==> src/rtl/instr_sequencer.sv <==
`default_nettype none
// +----------------------------------------------------------------------------+
// | Module   : instr_sequencer                                                 |
// | Brief    : Steps through a small program memory and presents each word to  |
// |            simple_cpu for EXEC_CYCLES clocks. Optional SEQ_SINGLE_STEP_EN  |
// |            adds a step input that gates advance past the last hold cycle.  |
// | Revision : 1.0 - initial release                                           |
// +----------------------------------------------------------------------------+
module instr_sequencer #(
  parameter int INSTR_WIDTH    = 20,
  parameter int PROG_ADDR_BITS = 5,
  parameter int EXEC_CYCLES    = 4
) (
  input  logic                      clk,
  input  logic                      rst,
  input  logic                      start,
  input  logic                      abort,
`ifdef SEQ_SINGLE_STEP_EN
  input  logic                      step,
`endif
  input  logic                      prog_we,
  input  logic [PROG_ADDR_BITS-1:0] prog_waddr,
  input  logic [INSTR_WIDTH-1:0]    prog_wdata,
  output logic [INSTR_WIDTH-1:0]    instr_out,
  output logic                      instr_valid,
  output logic [PROG_ADDR_BITS-1:0] pc,
  output logic                      busy,
  output logic                      done
);

  localparam logic [1:0] c_idle  = 2'd0;
  localparam logic [1:0] c_fetch = 2'd1;
  localparam logic [1:0] c_hold  = 2'd2;
  localparam logic [1:0] c_done  = 2'd3;

  localparam int                        c_depth     = 2 ** PROG_ADDR_BITS;
  localparam logic [3:0]                c_last_cnt  = 4'(EXEC_CYCLES - 1);
  localparam logic [PROG_ADDR_BITS-1:0] c_last_addr = '1;

  logic [INSTR_WIDTH-1:0]    r_mem [c_depth];
  logic [1:0]                r_state;
  logic [3:0]                r_cnt;
  logic [PROG_ADDR_BITS-1:0] r_pc;
  logic [INSTR_WIDTH-1:0]    r_instr;

  logic [INSTR_WIDTH-1:0]    w_fetch_word;
  logic                      w_fetch_halt;
  logic                      w_hold_last;
  logic                      w_advance;
  logic                      w_mem_we;

  assign w_fetch_word = r_mem[r_pc];
  assign w_fetch_halt = (w_fetch_word[INSTR_WIDTH-1 -: 2] == 2'b00);
  assign w_hold_last  = (r_cnt == c_last_cnt);

`ifdef SEQ_SINGLE_STEP_EN
  assign w_advance = w_hold_last & step;
`else
  assign w_advance = w_hold_last;
`endif

  // The program may only be changed while no run is in flight.
  assign w_mem_we = prog_we && ((r_state == c_idle) || (r_state == c_done));

  always_ff @(posedge clk) begin
    if (w_mem_we) begin
      r_mem[prog_waddr] <= prog_wdata;
    end
  end

  always_ff @(posedge clk or negedge rst) begin
    if (!rst) begin
      r_state <= c_idle;
      r_cnt   <= '0;
      r_pc    <= '0;
      r_instr <= '0;
    end else if (abort) begin
      r_state <= c_idle;
    end else begin
      case (r_state)
        c_idle: begin
          if (start) begin
            r_state <= c_fetch;
            r_pc    <= '0;
          end
        end
        c_fetch: begin
          r_cnt <= '0;
          // A HALT word is never issued, so instr_out keeps the previous word.
          if (w_fetch_halt) begin
            r_state <= c_done;
          end else begin
            r_state <= c_hold;
            r_instr <= w_fetch_word;
          end
        end
        c_hold: begin
          if (w_advance) begin
            r_pc    <= r_pc + 1'b1;
            r_state <= (r_pc == c_last_addr) ? c_done : c_fetch;
          end else if (!w_hold_last) begin
            r_cnt <= r_cnt + 4'd1;
          end
        end
        c_done: begin
          r_state <= c_idle;
        end
        default: begin
          r_state <= c_idle;
        end
      endcase
    end
  end

  assign instr_out   = r_instr;
  assign instr_valid = (r_state == c_hold);
  assign pc          = r_pc;
  assign busy        = (r_state == c_fetch) || (r_state == c_hold);
  assign done        = (r_state == c_done);

endmodule
`default_nettype wire
==> config.mk <==
export PLATFORM = sky130hd
export DESIGN_NAME = instr_sequencer
export DESIGN_NICKNAME = d
export VERILOG_FILES = /design/src/rtl/instr_sequencer.sv
export SDC_FILE = /design/constraint.sdc
export NUM_CORES = 1
export LEC_CHECK = 0
export ABC_AREA = 1
export BUFFER_PORTS_ARGS = -buffer_cell sky130_fd_sc_hd__buf_2
export CORE_MARGIN = 5
export CORE_UTILIZATION = 35
export CTS_CLUSTER_SIZE = 20
export DETAILED_ROUTE_END_ITERATION = 8
export PLACE_DENSITY = 0.55
export SLEW_MARGIN = 30
export SYNTH_ARGS = -nofsm -noshare
export SYNTH_HDL_FRONTEND = slang
export SYNTH_SLANG_ARGS = --single-unit
export TNS_END_PERCENT = 5
==> constraint.sdc <==
create_clock -name clk -period 2.5 [get_ports clk]
set_clock_uncertainty 0.05 [all_clocks]
set_input_delay 0.375 -clock clk [delete_from_list [all_inputs] [get_ports clk]]
set_output_delay 0.375 -clock clk [all_outputs]
set_load 0.005 [all_outputs]
==> results.py <==
metrics = {
    "detailed_routing": {
        "drcViolationCount": 0,
        "postRouteAntennaNets": 0,
        "viasPerCell": 5.59,
        "wirelength_microns": 76100,
        "drtPass1Iterations": 7,
        "via_count": 17317,
        "drtIter0Drc": 1682,
        "avgRoutedWirePerCell_microns": 24.5,
    },
    "layout": {
        "synthToLayoutAreaGrowth_pct": 18.0,
        "fillers": 6719,
        "fin_nets": 2104,
        "fin_area_sq_um": 31200,
        "layout-drive-gt1-share_pct": 15.3,
    },
    "clock_network": {
        "clk_pin_slew_ns": 0.06,
        "htreeDepth": 3,
        "post_cts_buffers": 0,
        "clock_latency_ns": 0.61,
        "cts_buffer_depth": 3,
        "cts.sinks": 671,
        "numCtsBuffers": 71,
        "cts_tree": "done",
        "cts-root-buf": "clkbuf_16",
    },
    "yosys": {
        "ys_ff_latch": 671,
        "synth_ff_type": "edfxtp_1",
        "synthCells": 1957,
        "synth_seq_area_share_pct": 75.7,
        "synth.avg_cell_area_sq_um": 13.5,
        "yosysWarnings": 0,
        "synth.area.top_cells": "edfxtp_1, o21ai_0, nor2_1",
        "netlist_area_sq_um": 26400,
        "netlist_top_cells_count": "edfxtp_1, nor2_1, o21ai_0, nand2_1, nand3_1",
        "synth_mux_area_share_pct": 0,
        "synth.largest_area_cell": "edfxtp_1",
        "synthDistinctLibCells": 30,
        "synth-compound-area-share_pct": 11.4,
        "yosys.area.top_type_share_pct": 72.7,
        "synthAdderAreaFrac_pct": 0.379,
        "yosysMostFrequentCell": "edfxtp_1",
        "synth_fp_nets": 1995,
        "synth_edf_count": 640,
        "async_reset_ff_share_pct": 4.62,
        "synth-simple-area-share_pct": 9.64,
        "synth-xor-area-share_pct": 0.0663,
        "synth_top_family_by_area": "compound AO/OA/AOI/OAI gates",
    },
    "setup_path": {
        "reg2reg_depth": 9,
        "cpLargestDelayFamily": "buffers and inverters",
        "cp-start-kind": "register",
        "critPathSlowestCell": "dfrtp_4",
        "max_stage_delay_ns": 0.47,
        "crit_start": "pc[0]$_DFFE_PN0P_",
        "worstPathRequired_ns": 2.08,
        "crit_path_max_fanout": 55,
        "crit_path_end_kind": "primary output",
        "cp.arrival_ns": 1.96,
        "worstSetupPathType": "reg2out",
        "r2r_start": "pc[0]$_DFFE_PN0P_",
        "critPathBufInv": 4,
        "worstReg2RegEnd": "instr_out[12]$_DFFE_PN0P_",
        "rrSetupSlack_ns": 0.13,
        "crit_chain": "buf_12 -> buf_16 -> buf_6 -> buf_2",
    },
    "placement": {
        "dpl_cell_area_sq_um": 28800,
        "gp_congestion": 0.809,
        "place_ws_ns": 0.102,
        "dp_hpwl_microns": 44100,
        "port_buffers": 57,
    },
    "min_path": {
        "hold_end": "r_state[0]$_DFFE_PN0P_",
        "whs_path_depth": 4,
        "hp-start": "abort",
        "hp-class": "in2reg",
    },
    "die": {
        "start_util_pct": 35.4,
        "die-area_sq_um": 81100,
        "die_w_microns": 285,
        "coreArea_sq_um": 74700,
        "num_rows": 100,
        "ios": 58,
        "die_h_microns": 285,
    },
    "sta": {
        "fmax_mhz": 419,
        "setup_ws_ns": 0.116,
        "hold_viol": 0,
        "fin_crit_sh_pct": 95.4,
        "post-route-min-period_ns": 2.38,
        "drv_slew": 0,
        "slew_headroom_pct": 56.3,
        "setup_viol": 0,
        "whs_ns": 0.0777,
        "tightest_slew_ns": 0.656,
        "rsz0062_at_grt": "no",
    },
    "global_routing": {
        "first_global_vias": 16929,
        "grt_usage_pct": 18.4,
        "grt_pass1_wl_microns": 112000,
        "grt_max_degree": 89,
        "antenna_found_initial": 9,
        "grt_overflow": 0,
    },
    "power_and_ir_drop": {
        "finalPower_mw": 32.1,
        "vdd.ir_drop.worst_mv": 0.443,
        "leakage_nw": 10.3,
        "power_density_nw_per_um2": 1030,
    },
    "flow_run": {
        "cap_viol_max_count": 0,
    },
    "outcome": {
        "outcome": "finished clean",
    },
}
-- placed cells by master (no fill, tap or decap), types with 2 or more instances in the layout --
master	instances
clkinv_2	13
bufinv_16	4
ha_1	8
clkbuf_1	12
edfxtp_1	640
o21ai_0	295
clkinv_1	14
diode_2	7
nand2_1	149
o31ai_1	2
nor2_1	292
nand3_1	143
o21ai_1	17
buf_12	43
buf_4	68
dfrtp_4	3
nor2_4	2
clkbuf_8	6
clkinv_8	2
buf_6	3
dfrtp_1	27
inv_2	3
o221ai_1	125
o211ai_1	20
o22ai_1	20
inv_1	17
buf_2	57
clkbuf_16	78
nor2_2	34
a21oi_1	13
-- kinds of logic after synthesis --
group                      after synthesis
xor gates and xnor gates                 2
and+or+nand+nor                        624
DFF                                    671
adders and majority gates                8
buffers and inverters                  159
AOI/OAI and AO/OA                      493
-- per-layer routing --
layer	wire length, microns	GRT usage (%)
met5	40	0
met4	1830	4.87
met3	6450	4.10
met2	35100	29.1
met1	32600	25.9
-- stage by stage --
stage	TNS, ns	cells	util, %
after floorplan	-56.71	1957	-
after global placement	0	2961	38.5
after detailed placement	0	2961	38.5
after CTS	0	3092	41.7
after global routing	0	3092	41.7
final	0	3099	41.7
-- layout make-up --
cell class	count	area (sq um)	area share, %
Tap cell	969	1210	3.89
Timing Repair Buffer	173	1730	5.54
Inverter	22	97.6	0.313
Antenna cell	7	17.5	0.0562
Clock inverter	34	270	0.867
Multi-Input combinational cell	1127	5770	18.5
Clock buffer	96	2080	6.67
Sequential cell	671	20000	64.2
-- state kept, by name, summed over array words and instances (netlist names) --
register   count
r_cnt          4
r_state        2
instr_out     20
r_mem        640
pc             5
-- worst max-delay path by stage --
stage | endpoint | slack [ns] | cells after the start
after detailed placement | r_mem[29][7]$_DFFE_PP_ | 0.10 | 7
after floorplan | r_mem[0][0]$_DFFE_PP_ | -0.09 | 5
after global placement | instr_out[1]$_DFFE_PN0P_ | 0.11 | 8
after CTS | pc[0] | 0.02 | 4
final | pc[0] | 0.12 | 4
after global routing | instr_out[11]$_DFFE_PN0P_ | 0.00008 | 9
-- worst register-to-register path, cell delays in order (launching register included) --
cell	delay, ns
dfrtp_4	0.52
clkinv_8	0.20
buf_12	0.25
buf_4	0.27
o21ai_0	0.11
o221ai_1	0.23
nand3_1	0.12
nand3_1	0.25
nand2_1	0.16
o21ai_1	0.14
-- where the power goes --
| part | internal (mW) | switching, mW | total [mW] |
|---|---|---|---|
| combinational | 2.69 | 5.99 | 8.68 |
| sequential | 12.7 | 0.278 | 13.0 |
| clock | 6.25 | 4.23 | 10.5 |
| total | 21.6 | 10.5 | 32.1 |
-- timing repair --
action,CTS,global route
endpoints found under the hold margin,31,0
endpoints found under the setup margin,0,220
hold buffers,1,0
gates resized for setup,0,7
Note: power is estimated with default switching activity, not from simulation.
